`src/rtl/mul_pkg.sv`:
```
// Shared constants, default stage payload layout and the output clamp used by pipelined_fx_multiplier.
package mul_pkg;
  localparam int DEF_A_W       = 32;
  localparam int DEF_B_W       = 32;
  localparam int DEF_OUT_W     = 32;
  localparam int DEF_FRAC_BITS = 16;
  localparam int DEF_LAT       = 4;
  localparam int DEF_TAG_W     = 8;
  // Working width of the clamp; must exceed A_W+B_W+2 of any instance.
  localparam int SAT_W         = 128;

  typedef struct packed {
    logic [DEF_A_W+DEF_B_W-1:0] product;
    logic [DEF_TAG_W-1:0]       tag;
  } stage_payload_t;

  // Returns {ovf, value}; value is r clamped to the OUT_W range of the chosen signedness.
  function automatic logic [SAT_W:0] sat_clamp(input logic signed [SAT_W-1:0] r,
                                               input int out_w, input logic sgn);
    logic signed [SAT_W-1:0] one, hi, lo;
    one = {{(SAT_W-1){1'b0}}, 1'b1};
    if (sgn) begin
      hi = (one <<< (out_w - 1)) - one;
      lo = -(one <<< (out_w - 1));
    end else begin
      hi = (one <<< out_w) - one;
      lo = '0;
    end
    if (r > hi)      sat_clamp = {1'b1, hi};
    else if (r < lo) sat_clamp = {1'b1, lo};
    else             sat_clamp = {1'b0, r};
  endfunction
endpackage

```
`src/rtl/mul_pipe_stage.sv`:
```
// One elastic pipeline register: valid + payload, loads whenever empty or draining downstream.
module mul_pipe_stage #(
  parameter int W = 8
) (
  input  logic         clk,
  input  logic         rst_n,
  input  logic         in_vld,
  input  logic [W-1:0] in_data,
  output logic         in_rdy,
  input  logic         out_rdy,
  output logic         out_vld,
  output logic [W-1:0] out_data
);
  logic         vld_d, vld_q;
  logic [W-1:0] data_d, data_q;

  assign in_rdy = !vld_q || out_rdy;

  always_comb begin
    vld_d  = vld_q;
    data_d = data_q;
    if (in_rdy) begin
      vld_d = in_vld;
      // Payload only moves with a valid item so outputs hold during bubbles.
      if (in_vld) data_d = in_data;
    end
  end

  always_ff @(posedge clk or negedge rst_n) begin
    if (!rst_n) begin
      vld_q  <= 1'b0;
      data_q <= '0;
    end else begin
      vld_q  <= vld_d;
      data_q <= data_d;
    end
  end

  assign out_vld  = vld_q;
  assign out_data = data_q;
endmodule

```
`src/rtl/pipelined_fx_multiplier.sv`:
```
// Fixed-point multiplier with elastic LAT-stage pipeline, Q rescale and saturation.
// Optional MUL_ROUND_EN: round-half-up before the rescale shift instead of truncating.
module pipelined_fx_multiplier
  import mul_pkg::*;
#(
  parameter int A_W       = DEF_A_W,
  parameter int B_W       = DEF_B_W,
  parameter int OUT_W     = DEF_OUT_W,
  parameter int FRAC_BITS = DEF_FRAC_BITS,
  parameter int LAT       = DEF_LAT,
  parameter int SIGNED    = 1,
  parameter int TAG_W     = DEF_TAG_W
) (
  input  logic             clk,
  input  logic             rst_n,
  input  logic             in_valid,
  output logic             in_ready,
  input  logic [A_W-1:0]   a,
  input  logic [B_W-1:0]   b,
  input  logic [TAG_W-1:0] in_tag,
  output logic             out_valid,
  input  logic             out_ready,
  output logic [OUT_W-1:0] p,
  output logic [TAG_W-1:0] out_tag,
  output logic             ovf
);
  localparam int PW = A_W + B_W;
  localparam int MW = PW + TAG_W;
  localparam int LW = 1 + OUT_W + TAG_W;

  logic [LAT:0]             vld_pipe;
  logic [LAT+1:1]           rdy_pipe;
  logic [LAT-1:1][MW-1:0]   mid_q;
  logic [LW-1:0]            last_d, last_q;

  logic [PW-1:0]            a_x, b_x, prod;
  logic [PW-1:0]            p_full;
  logic [TAG_W-1:0]         tag_last;
  logic [PW+1:0]            p_ext, p_rnd;
  logic signed [PW+1:0]     r_sh;
  logic [SAT_W-1:0]         r_w;
  logic [SAT_W:0]           sat;
  logic                     sat_unused;

  // Operands extended to the product width so one unsigned multiply serves both modes.
  always_comb begin
    a_x  = (SIGNED != 0) ? {{B_W{a[A_W-1]}}, a} : {{B_W{1'b0}}, a};
    b_x  = (SIGNED != 0) ? {{A_W{b[B_W-1]}}, b} : {{A_W{1'b0}}, b};
    prod = a_x * b_x;
  end

`ifdef MUL_ROUND_EN
  localparam int            RSH = (FRAC_BITS > 0) ? FRAC_BITS - 1 : 0;
  localparam logic [PW+1:0] RND = (FRAC_BITS > 0) ? ({{(PW+1){1'b0}}, 1'b1} << RSH) : '0;
`endif

  // Two guard bits keep the rounding add from flipping the sign of the extended value.
  always_comb begin
    p_full   = mid_q[LAT-1][MW-1:TAG_W];
    tag_last = mid_q[LAT-1][TAG_W-1:0];
    p_ext    = {{2{(SIGNED != 0) & p_full[PW-1]}}, p_full};
`ifdef MUL_ROUND_EN
    p_rnd    = p_ext + RND;
`else
    p_rnd    = p_ext;
`endif
    r_sh     = $signed(p_rnd) >>> FRAC_BITS;
    r_w      = {{(SAT_W-PW-2){r_sh[PW+1]}}, r_sh};
    sat      = sat_clamp(r_w, OUT_W, SIGNED != 0);
    last_d   = {sat[SAT_W], sat[OUT_W-1:0], tag_last};
  end

  assign sat_unused = ^sat[SAT_W-1:OUT_W];

  assign vld_pipe[0]        = in_valid;
  assign rdy_pipe[LAT+1]    = out_ready;
  assign in_ready           = rdy_pipe[1];
  assign out_valid          = vld_pipe[LAT];
  assign {ovf, p, out_tag}  = last_q;

  for (genvar k = 1; k <= LAT; k++) begin : g_stage
    if (k < LAT) begin : g_mid
      logic [MW-1:0] d;
      if (k == 1) begin : g_first
        assign d = {prod, in_tag};
      end else begin : g_retime
        assign d = mid_q[k-1];
      end
      mul_pipe_stage #(.W(MW)) u_stage (
        .clk      (clk),
        .rst_n    (rst_n),
        .in_vld   (vld_pipe[k-1]),
        .in_data  (d),
        .in_rdy   (rdy_pipe[k]),
        .out_rdy  (rdy_pipe[k+1]),
        .out_vld  (vld_pipe[k]),
        .out_data (mid_q[k])
      );
    end else begin : g_last
      mul_pipe_stage #(.W(LW)) u_stage (
        .clk      (clk),
        .rst_n    (rst_n),
        .in_vld   (vld_pipe[k-1]),
        .in_data  (last_d),
        .in_rdy   (rdy_pipe[k]),
        .out_rdy  (rdy_pipe[k+1]),
        .out_vld  (vld_pipe[k]),
        .out_data (last_q)
      );
    end
  end
endmodule
```
`config.mk`:
```
export PLATFORM = sky130hd
export DESIGN_NAME = pipelined_fx_multiplier
export DESIGN_NICKNAME = d
export VERILOG_FILES = /design/src/rtl/mul_pkg.sv /design/src/rtl/mul_pipe_stage.sv /design/src/rtl/pipelined_fx_multiplier.sv
export SDC_FILE = /design/constraint.sdc
export NUM_CORES = 2
export LEC_CHECK = 0
export ABC_AREA = 1
export CORE_ASPECT_RATIO = 0.5
export CORE_MARGIN = 2
export CORE_UTILIZATION = 44
export DETAILED_ROUTE_END_ITERATION = 6
export GPL_ROUTABILITY_DRIVEN = 1
export SYNTH_ARGS = -nofsm -noshare
export SYNTH_HDL_FRONTEND = slang
export SYNTH_SLANG_ARGS = --single-unit
```
`constraint.sdc`:
```
create_clock -name clk -period 1.5 [get_ports clk]
set_input_delay 0.3 -clock clk [delete_from_list [all_inputs] [get_ports clk]]
set_output_delay 0.3 -clock clk [all_outputs]
set_load 0.01 [all_outputs]
```
After elaboration in Yosys (flattened, before gate mapping) --
Cells that the tools add are included.
Cells by class: mux-type cells 2, $mul 1, reduce and logical (&&, ||, !) cells 12, magnitude comparators 2
Operators by type and width (number):
- $mux W129 | 2
- $mul A32 B32 Y64 | 1
- $gt A48 B32 Y1 const B | 1
- $lt A48 B32 Y1 const B | 1
- $reduce_and A2 Y1 | 4
- $logic_not A1 Y1 | 4
- $logic_or A1 B1 Y1 | 4
Storage, ports and cells: output and inout bits 43, word-level logic and storage cells 25, register bits after elaboration 261, input port bits 76

Logic depth before layout (Yosys ltp) --
word-level depth 6, gate-level depth with buffers 33, mapped depth without buffers 32

By module --
Synthesis repeated with hierarchy kept, for this count alone.
Second synthesis, totals: cell total of the unflattened synthesis 6290, area, all modules 49922.9 µm²
By module, submodules not included:
- pipelined_fx_multiplier | area each 39436.6 µm², sequential area each 0.0 µm², cells each 5160, times used 1
- mul_pipe_stage (g_stage[1].g_mid.u_stage ...) | area each 2931.6 µm², sequential area each 1826.8 µm², cells each 316, times used 3
- mul_pipe_stage (g_stage[4].g_last.u_stage) | area each 1691.6 µm², sequential area each 1051.0 µm², cells each 182, times used 1

Worst setup path after synthesis --
OpenSTA, ideal clock, no wires.
path type input-to-reg, start point input a[31], end point register g_stage[1].g_mid.u_stage.data_q[62], path slack -5.605 ns, library setup time 0.117 ns, data required time 1.383 ns, stages on the path 29, arrival time 6.988 ns, cell sequence clkbuf_1 nand2_1 inv_1 fa_1 inv_1 fa_1 inv_1 fa_1 fa_1 inv_1 fa_1 inv_1 fa_1 inv_1 fa_1 inv_1 fa_1 ha_1 nand2_1 nor2_2 inv_2 nor2_1 nand2_1 nor4_2 nand2_1 nand3_1 nand2_1 nand3_1 nand2_1
Between the ends: word-level cells in the longest chain between the ends 1
Ends and longest elaborated chain:
- start: declaration | RTL line pipelined_fx_multiplier.sv:18 | input logic [A_W-1:0] a,
- $mul A32 B32 Y64 | RTL line pipelined_fx_multiplier.sv:49 | prod = a_x * b_x;
- end signal: assignment | RTL line mul_pipe_stage.sv:35 | data_q <= data_d;
- end: declaration | RTL line mul_pipe_stage.sv:15 | logic [W-1:0] data_d, data_q;
Every way passes these cells. A chain may end at the register's enable or synchronous reset.

Final worst setup path --
start point input a[31], end point register g_stage[1].g_mid.u_stage.data_q[58]
Same word-level chain as after synthesis.

==> flow_metrics.py <==
metrics = {
    "detailed_routing": {
        "via_count": 39500,
        "drc_errors": 0,
        "routed_wl_um": 164000,
        "first_iter_violations": 3735,
        "ant_nets": 0,
        "first_pass_iters": 6,
        "vias_per_cell": 5.01,
        "wire_per_inst_um": 20.8,
    },
    "global_routing": {
        "grt_usage_pct": 31.0,
        "grt_pass1_wl_um": 252000,
        "grt_max_degree": 49,
        "gr-total-overflow": 0,
        "grt_pass1_vias": 41800,
        "antenna_found_initial": 7,
    },
    "placement": {
        "place_hpwl_um": 124000,
        "numPortBuffers": 118,
        "place_congestion": 0.986,
    },
    "final_layout": {
        "fin_nets": 7789,
        "syn_to_final_growth_pct": 33.8,
        "drive_above_1_share_pct": 26.6,
    },
    "yosys": {
        "synthCells": 5752,
        "ys_seq_elements": 213,
        "synth_ff_type": "dfrtp_1",
        "synth.distinct_cells": 40,
        "synth.avg_cell_area_um2": 8.04,
        "yosys_warnings": 0,
        "synth_fp_nets": 7089,
        "synth_area_um2": 46200,
        "ys_async_sr_fraction_pct": 100,
        "synth_seq_area_share_pct": 11.5,
        "synth-edff-count": 0,
    },
    "worst_setup_path": {
        "critical_path_class": "primary input to register",
        "critical_path_arrival_ps": 6870,
        "rrSetupSlack_ps": -200,
        "crit_fanout": 9,
        "reg2reg_from": "g_stage[3].g_mid.u_stage.out_data[58]$_DFFE_PN0P_",
        "cp-end-kind": "register",
        "critPathRequiredTime_ps": 1950,
        "ff2ff_path_depth": 7,
        "critPathLaunchType": "primary input",
        "r2r-end": "g_stage[4].g_last.u_stage.out_data[20]$_DFFE_PN0P_",
    },
    "timing": {
        "fin_crit_sh_pct": 428,
        "max_freq_mhz": 156,
        "fin_ws_ps": -4920,
        "rsz0062_at_grt": "yes",
        "report.final.slew_viol_count": 0,
        "period_needed_ps": 6420,
        "hold_ws_ps": 274,
        "hold_violations": 0,
        "setup_tns_ps": -231630,
        "skew_ps": 25.2,
        "worst_pin_slew_ps": 365,
        "slew_headroom_pct": 75.7,
        "finalSetupViolCount": 98,
    },
    "status": {
        "violations": "negative setup slack",
        "status": "finished, violations left",
    },
    "cts": {
        "cts_max_level": 1,
        "clk-insertion-delay-late_ps": 510,
        "cts_tree": "built",
        "clkTransAtPathRegs_ps": 60,
        "cts_buffers": 23,
        "clkSinkCount": 213,
        "clockBufferDepth": 3,
        "root_buffer": "clkbuf_16",
    },
    "floorplanning": {
        "pin_count": 119,
        "dieHeight_um": 233,
        "core_um2": 105000,
        "initial_core_util_pct": 44.2,
        "die_w_um": 462,
        "die-area_um2": 108000,
        "core.rowCount": 84,
    },
    "hold_path": {
        "hold_path.class": "primary input to async pin",
    },
    "flow_run": {
        "drv_cap": 0,
    },
}
-- cell families (layout without fill, tap and decap cells) --
family	Yosys count	count (layout)	share of synthesized area (%)
AND/OR/NAND/NOR	1978	1978	16.7
buffers and inverters	1970	2684	16.1
adder cells (fa/ha/maj)	1261	1261	51.7
AO/OA/AOI/OAI	295	295	3.28
flip-flops	213	213	11.5
XOR/XNOR	26	26	0.492
multiplexers	9	9	0.219
other	0	4	0
-- flip-flops by register name, summed over array words and instances, names as in the netlist --
signal / cells
g_stage.g_last.u_stage.out_data: 41
g_stage.g_mid.u_stage.out_data: 168
g_stage.g_last.u_stage.out_vld: 1
g_stage.g_mid.u_stage.out_vld: 3
-- cell usage after synthesis, drive strengths merged, types with 6 or more instances --
library cell / n / share of area, %
nor2: 205 / 1.7
mux2: 9 / 0.22
nor3: 11 / 0.15
nand4: 16 / 0.22
nand3b: 7 / 0.11
fa: 1081 / 47
nand3: 94 / 1.0
xnor2: 20 / 0.38
dfrtp: 213 / 12
xor2: 6 / 0.11
o21bai: 11 / 0.18
ha: 180 / 4.9
buf: 28 / 0.33
o21ai: 159 / 1.7
or2: 9 / 0.12
a21oi: 120 / 1.3
clkbuf: 208 / 1.7
nor4: 9 / 0.15
inv: 1732 / 14
nand2: 1624 / 13
-- layout make-up --
type,instances,area [µm²]
Tap cell,1419,1780
Clock buffer,33,643
Inverter,1734,6540
Sequential cell,213,5330
Timing Repair Buffer,911,10500
Fill cell,9129,42800
Clock inverter,6,36.3
Antenna cell,4,10.0
Multi-Input combinational cell,3569,37000
-- cell usage in the layout (no fill, tap or decap), drive strengths merged --
cell type,Yosys,layout
and2,1,1
nand2,1624,1624
clkdlybuf4s50,0,10
dlymetal6s2s,0,23
ha,180,180
dlygate4sd3,0,1
diode,0,4
clkinvlp,0,2
nor2,205,205
mux2,9,9
o21a,1,1
a21o,1,1
xnor2,20,20
nand3,94,94
xor2,6,6
a21oi,120,120
a31oi,1,1
dlygate4sd2,0,21
nor4,9,9
or2,9,9
fa,1081,1081
o21bai,11,11
and3,1,1
nand4,16,16
inv,1732,1732
a21boi,2,2
dfrtp,213,213
nor3,11,11
clkdlybuf4s15,0,10
o21ai,159,159
buf,28,828
nand2b,1,1
clkbuf,208,35
clkinv,2,6
bufbuf,0,16
nand3b,7,7
-- worst max path at each step --
stage	start	slack, ps	depth (start not counted)	endpoint
final	a[31]	-4920	24	g_stage[1].g_mid.u_stage.out_data[58]$_DFFE_PN0P_
after global routing	a[31]	-5100	32	g_stage[1].g_mid.u_stage.out_data[66]$_DFFE_PN0P_
after CTS	a[31]	-4850	34	g_stage[1].g_mid.u_stage.out_data[71]$_DFFE_PN0P_
after detailed placement	a[31]	-6010	29	g_stage[1].g_mid.u_stage.out_data[59]$_DFFE_PN0P_
after global placement	b[2]	-5960	29	g_stage[1].g_mid.u_stage.out_data[40]$_DFFE_PN0P_
after floorplan	a[31]	-5280	27	g_stage[1].g_mid.u_stage.out_data[66]$_DFFE_PN0P_
-- routing by layer --
metal / global-route usage, % / wire [µm] / share of wire [%]
met5: 0 / 117 / 0.071
met3: 7.64 / 17900 / 11
met1: 43.5 / 69300 / 42
met4: 12.3 / 8400 / 5.1
met2: 46.3 / 68700 / 42
-- worst max-delay path, stage by stage --
cell and delay [ps]:
buf_8 100, buf_12 140, buf_12 140, nand2_8 60, inv_4 40, fa_2 460
fa_1 550, fa_2 660, buf_4 250, fa_1 490, fa_1 500, fa_1 610
fa_2 470, fa_2 660, ha_4 260, a21oi_4 190, o21ai_2 90, a21oi_2 270
nor2_1 70, nor2_1 180, nand2_1 80, nand2_1 90, nand3_2 110, nand2_1 90
-- what timing repair did --
| action | in CTS | in global routing |
|---|---|---|
| resized for setup | 1028 | 303 |
| setup endpoints to repair | 187 | 221 |
| gates cloned | 42 | 2 |
| pin swaps | 413 | 193 |
| buffers inserted | 169 | 34 |
| endpoints found under the hold margin | 36 | 0 |
| hold buffers | 1 | 0 |
-- metrics by stage --
| step | cells | utilization, % | setup WS (ps) | instance area (µm²) |
|---|---|---|---|---|
| global route | 7888 | 59.1 | -5100 | 61900 |
| CTS | 7857 | 58.0 | -4850 | 60700 |
| floorplan | 5752 | - | -5280 | 48000 |
| detailed placement | 7613 | 52.8 | -6010 | 55300 |
| global placement | 7613 | 52.8 | -5960 | 55300 |
| finish | 7889 | 59.1 | -4920 | 61900 |
Power is left out: the tool's default activity adds up to more than one toggle a clock period on the data nets, which glitch-free logic cannot reach.
